[config.mk]
export PLATFORM = sky130hd
export DESIGN_NAME = fifo_stream_reader
export DESIGN_NICKNAME = d
export VERILOG_FILES = /design/src/rtl/fifo_stream_pkg.sv /design/src/rtl/stream_skid_buf.sv /design/src/rtl/fifo_stream_reader.sv
export SDC_FILE = /design/constraint.sdc
export NUM_CORES = 1
export LEC_CHECK = 0
export BUFFER_PORTS_ARGS = -buffer_cell sky130_fd_sc_hd__buf_4
export CELL_PAD_IN_SITES_DETAIL_PLACEMENT = 0
export CELL_PAD_IN_SITES_GLOBAL_PLACEMENT = 2
export CORE_UTILIZATION = 40
export CTS_BUF_LIST = sky130_fd_sc_hd__clkbuf_8
export CTS_CLUSTER_DIAMETER = 200
export CTS_CLUSTER_SIZE = 24
export DETAILED_ROUTE_END_ITERATION = 8
export PLACE_DENSITY = 0.86
export SLEW_MARGIN = 20
export SYNTH_ARGS = -nofsm -noshare
export SYNTH_HDL_FRONTEND = slang
export SYNTH_HIERARCHICAL = 1
export SYNTH_SLANG_ARGS = --single-unit
[constraint.sdc]
create_clock -name clk -period 4.15 [get_ports clk]
set_clock_uncertainty 0.05 [all_clocks]
set_input_delay 0.2075 -clock clk [delete_from_list [all_inputs] [get_ports clk]]
set_output_delay 0.2075 -clock clk [all_outputs]
set_load 0.02 [all_outputs]
[src/rtl/fifo_stream_pkg.sv]
// Shared types and constants for the FIFO-to-stream packet reader.
package fifo_stream_pkg;

    localparam int unsigned PKT_LEN_DEF = 8;
    localparam int unsigned CNT_W       = 16;
    localparam int unsigned OCC_W       = 2;

    typedef enum logic [1:0] {
        IDLE  = 2'd0,
        RUN   = 2'd1,
        DRAIN = 2'd2
    } rd_state_e;

    // Modulo counter step that wraps to zero after the given last index.
    function automatic logic [CNT_W-1:0] cnt_wrap(
        input logic [CNT_W-1:0] cnt,
        input logic [CNT_W-1:0] last
    );
        return (cnt == last) ? '0 : cnt + CNT_W'(1);
    endfunction

endpackage

[src/rtl/stream_skid_buf.sv]
// Two-entry in-order word buffer; the head entry drives the stream output.
module stream_skid_buf
    import fifo_stream_pkg::*;
#(
    parameter int unsigned DATA_W = 32
) (
    input  logic              clk,
    input  logic              rst_n,
    input  logic              push,
    input  logic              pop,
    input  logic [DATA_W-1:0] data,
    output logic [DATA_W-1:0] head,
    output logic [OCC_W-1:0]  occ
);

    logic [DATA_W-1:0] r_mem [2];
    logic              r_wr_ptr;
    logic              r_rd_ptr;
    logic [OCC_W-1:0]  r_occ;
    logic              w_push;
    logic              w_pop;

    // A push into a full buffer is only legal when the head leaves the same cycle.
    assign w_pop  = pop & (r_occ != '0);
    assign w_push = push & ((r_occ != OCC_W'(2)) | w_pop);

    always_ff @(posedge clk or negedge rst_n) begin
        if (!rst_n) begin
            r_mem[0] <= '0;
            r_mem[1] <= '0;
            r_wr_ptr <= 1'b0;
            r_rd_ptr <= 1'b0;
            r_occ    <= '0;
        end else begin
            if (w_push) begin
                r_mem[r_wr_ptr] <= data;
                r_wr_ptr        <= ~r_wr_ptr;
            end
            if (w_pop) begin
                r_rd_ptr <= ~r_rd_ptr;
            end
            case ({w_push, w_pop})
                2'b10:   r_occ <= r_occ + OCC_W'(1);
                2'b01:   r_occ <= r_occ - OCC_W'(1);
                default: r_occ <= r_occ;
            endcase
        end
    end

    assign head = r_mem[r_rd_ptr];
    assign occ  = r_occ;

endmodule

[src/rtl/fifo_stream_reader.sv]
// Reads fixed-length packets from a 1-cycle-latency FIFO and presents them as a
// valid/ready stream with last marking and a completed-packet counter.
module fifo_stream_reader
    import fifo_stream_pkg::*;
#(
    parameter int unsigned DATA_W  = 32,
    parameter int unsigned PKT_LEN = PKT_LEN_DEF
) (
    input  logic              clk,
    input  logic              rst_n,
    input  logic [DATA_W-1:0] fifo_data,
    input  logic              fifo_empty,
    output logic              fifo_rd_en,
    input  logic              enable,
    output logic [DATA_W-1:0] m_data,
    output logic              m_valid,
    input  logic              m_ready,
    output logic              m_last,
    output logic [15:0]       pkt_count,
    output logic              busy
);

    localparam logic [CNT_W-1:0] LAST_IDX = CNT_W'(PKT_LEN - 1);

    rd_state_e         r_state;
    rd_state_e         w_state_nxt;
    logic              r_inflight;
    logic [CNT_W-1:0]  r_out_cnt;
    logic [CNT_W-1:0]  r_iss_cnt;
    logic [15:0]       r_pkt_count;

    logic [OCC_W-1:0]  w_occ;
    logic [DATA_W-1:0] w_head;
    logic              w_valid;
    logic              w_xfer;
    logic              w_last;
    logic              w_busy;
    logic              w_allow;
    logic              w_rd_en;
    logic [2:0]        w_level;

    stream_skid_buf #(
        .DATA_W (DATA_W)
    ) u_buf (
        .clk   (clk),
        .rst_n (rst_n),
        .push  (r_inflight),
        .pop   (w_xfer),
        .data  (fifo_data),
        .head  (w_head),
        .occ   (w_occ)
    );

    assign w_valid = (w_occ != '0);
    assign w_xfer  = w_valid & m_ready;
    assign w_last  = w_valid & (r_out_cnt == LAST_IDX);
    assign w_busy  = r_inflight | w_valid;

    // Words already owned (buffered or in flight) after this edge must stay within two.
    assign w_level = 3'(w_occ) + 3'(r_inflight) - 3'(w_xfer);
    assign w_rd_en = w_allow & ~fifo_empty & (w_level < 3'd2);

    always_ff @(posedge clk or negedge rst_n) begin
        if (!rst_n) begin
            r_state <= IDLE;
        end else begin
            r_state <= w_state_nxt;
        end
    end

    // Dropping enable mid-packet keeps issuing reads until the packet is complete.
    always_comb begin
        w_state_nxt = r_state;
        w_allow     = 1'b0;
        case (r_state)
            IDLE: begin
                if (enable) begin
                    w_state_nxt = RUN;
                end
            end
            RUN: begin
                w_allow = 1'b1;
                if (!enable) begin
                    w_state_nxt = DRAIN;
                end
            end
            DRAIN: begin
                w_allow = (r_iss_cnt != '0);
                if (enable) begin
                    w_state_nxt = RUN;
                end else if ((r_iss_cnt == '0) && !w_busy) begin
                    w_state_nxt = IDLE;
                end
            end
            default: begin
                w_state_nxt = IDLE;
            end
        endcase
    end

    always_ff @(posedge clk or negedge rst_n) begin
        if (!rst_n) begin
            r_inflight  <= 1'b0;
            r_iss_cnt   <= '0;
            r_out_cnt   <= '0;
            r_pkt_count <= '0;
        end else begin
            r_inflight <= w_rd_en;
            if (w_rd_en) begin
                r_iss_cnt <= cnt_wrap(r_iss_cnt, LAST_IDX);
            end
            if (w_xfer) begin
                r_out_cnt <= cnt_wrap(r_out_cnt, LAST_IDX);
            end
            if (w_xfer && w_last) begin
                r_pkt_count <= r_pkt_count + 16'd1;
            end
        end
    end

    assign fifo_rd_en = w_rd_en;
    assign m_data     = w_head;
    assign m_valid    = w_valid;
    assign m_last     = w_last;
    assign pkt_count  = r_pkt_count;
    assign busy       = w_busy;

endmodule
==> flow_summary.toml <==
[routing]
wl_per_cell_um = 15.5
totalWireLength_mm = 12.0
vias = 3852
drcViolationCount = 0
dr.pass1.iters = 4
antenna_left = 0
first_iter_violations = 185
vias_per_cell = 4.98

[timing]
fin_crit_sh_pct = 81.7
max_slew_margin_pct = 48.2
rsz0062_at_grt = "no"
min_period_ns = 3.39
finalHoldViolCount = 0
setup_tns_ns = 0
setup_viol = 0
max_freq_mhz = 295
fin_hold_ws_ns = 0.0424
slew_violations = 0
worst_pin_slew_ns = 0.771

[power]
pwr_density_cell_nw_per_um2 = 685
leakage_nw = 3.35
vdd_ir_drop_max_mv = 0.315

[yosys]
syn_area_um2 = 5690
avgSynthCellArea_um2 = 12.7
synth_edf_count = 0
synth-seq-cells = 119
syn-num-nets = 496
yosysSeqAreaShare_pct = 52.3
async_flop_share_pct = 100
synth_top_flop_cell = "dfrtp_1"
ys_warn_count = 6
ys_types = 48
syn_inst = 448

[place]
hpwl_mm = 7.84
dp_cells = 708
numPortBuffers = 88
gp_congestion = 0.795
place_area_um2 = 6510

[floorplan]
coreArea_um2 = 13900
die_y_um = 121
ios = 89
die-area_um2 = 14700
std_cell_rows = 43
dieWidth_um = 121
initial_core_util_pct = 41.0

[clock_network]
clock_latency_ns = 0.45
post_cts_resized = 0
numCtsBuffers = 17
clock_path_buffers = 2
cts_sinks = 119
cts_tree = "yes"
hold_buffers = 33
clkTransAtPathRegs_ns = 0.07
htree_levels = 4
post-cts-setup-buffer-count = 0
clockRootBuffer = "clkbuf_8"

[cells_and_area]
fin_util_pct = 52.6
area.growth.synth_to_final_pct = 28.2
final_nets = 628
final_cell_mix = "dfrtp_1, buf_4, mux2_2"
stdcell_area_um2 = 7300
layout_commonest_cell = "dfrtp_1"
fillers = 1218
layout.cells.non_filler = 773
antenna_cells = 0
drive_gt1_share_pct = 39.8

[worst_setup_path]
cpLargestDelayFamily = "simple AND/OR/NAND/NOR gates"
end_kind = "output port"
required_ns = 3.89
start_kind = "register"
crit_buf_inv = 2
cp_max_fo = 12
slowest_delay_ns = 0.57
critPathKind = "reg2out"
crit_slowest_cell = "nor4_2"
crit_path_cell_trace = "nand2_1 -> nor2_1 -> o21ai_0 -> fa_1 -> nand2_1 -> nor4_2 -> o21ai_4 -> inv_2 -> buf_4"
worstPathArrival_ns = 3.13
cpMostUsedCell = "nand2_1"

[run]
cap_violations = 0

[status]
status = "completed"

[global_routing]
gr-usage-all-layers_pct = 17.6
antenna_found_initial = 0
grt_pass1_wl_mm = 19.9
gr-total-overflow = 0
grt_pass1_vias = 3977
grt_max_degree = 61

[worst_hold_path]
hp-class = "in2reg"
==> tightest hold or removal path, delay by kind of cell <==
| kind | cells | cell delay [ns] |
|---|---|---|
| compound gates | 1 | 0.12 |
| buf+inv | 1 | 0.09 |
| simple gates | 1 | 0.07 |
==> synthesized netlist by cell type, drive strengths merged (3+ instances only) <==
cell	number	share of area (%)
or2	3	0.33
mux2	102	21
ha	10	2.2
xnor2	21	3.2
a21oi	4	0.35
dfrtp	119	52
inv	10	0.66
clkbuf	3	0.20
nor4	5	0.77
nor3	8	0.70
nand2	28	1.8
o21ai	16	1.6
nor2	22	1.5
xor2	16	2.5
or4	4	0.73
or3	4	0.44
nor3b	3	0.79
and2	5	0.55
buf	10	1.6
and3	6	0.66
nand3	16	1.4
and4	5	0.77
nand4	11	1.3
==> per-layer routing <==
metal  global-route usage [%]  vias to the layer above  part of all wire [%]
met1                     23.9                     1877                    49
met5                        0                        -                     0
met2                     25.9                       98                    44
li1                         -                     1859                     -
met4                     7.87                        0                   1.9
met3                     5.36                       18                   4.9
==> kinds of logic after synthesis <==
logic type,share of synthesized area [%]
AOI/OAI and AO/OA,3.34
xor gates and xnor gates,5.69
buffers and inverters,2.51
and+or+nand+nor,12.8
adders and majority gates,2.55
muxes,20.8
DFF,52.3
==> final timing paths <==
kind | startpoint | endpoint | slack, ns | depth (start not counted)
min in group asynchronous | rst_n | r_out_cnt[14] | 0.33 | 2
worst max-delay path | u_buf/occ[1] | fifo_rd_en | 0.76 | 9
worst max register to register | u_buf/occ[1] | r_iss_cnt[9] | 1.02 | 10
worst min-delay path | fifo_empty | r_iss_cnt[2] | 0.04 | 3
max in group asynchronous | rst_n | u_buf/r_mem[35] | 2.81 | 3
worst min register to register | pkt_count[15] | pkt_count[15] | 0.43 | 1
==> state kept, by name, summed over array words and instances (netlist names) <==
signal / count
u_buf/r_mem: 64
pkt_count: 16
r_iss_cnt: 16
r_out_cnt: 16
r_state: 2
u_buf/occ: 2
r_inflight: 1
u_buf/r_rd_ptr: 1
u_buf/r_wr_ptr: 1
==> final cells by class <==
cell class | count | area [µm²] | area share, %
clock buffer | 21 | 289 | 3.96
clock inverter | 11 | 170 | 2.33
inverter | 10 | 37.5 | 0.514
multi-input combinational | 306 | 2570 | 35.2
sequential | 119 | 2980 | 40.8
tap | 180 | 225 | 3.08
timing repair buffer | 126 | 1030 | 14.1
==> where the power goes <==
part	internal, W	leakage [nW]	total [W]	switching, W
registers	0.00155	1.50	0.00183	0.000277
logic	0.00104	1.63	0.00198	0.000941
clock network	0.000718	0.224	0.00119	0.000475
==> through the flow <==
stage	worst slack (ns)	total power, W
CTS	0.707	0.00505
detailed placement	1.05	0.00380
floorplan	1.35	0.00313
global route	0.465	0.00530
finish	0.758	0.00500
global placement	1.12	0.00374
No activity file was read; power rests on OpenSTA's default activity.
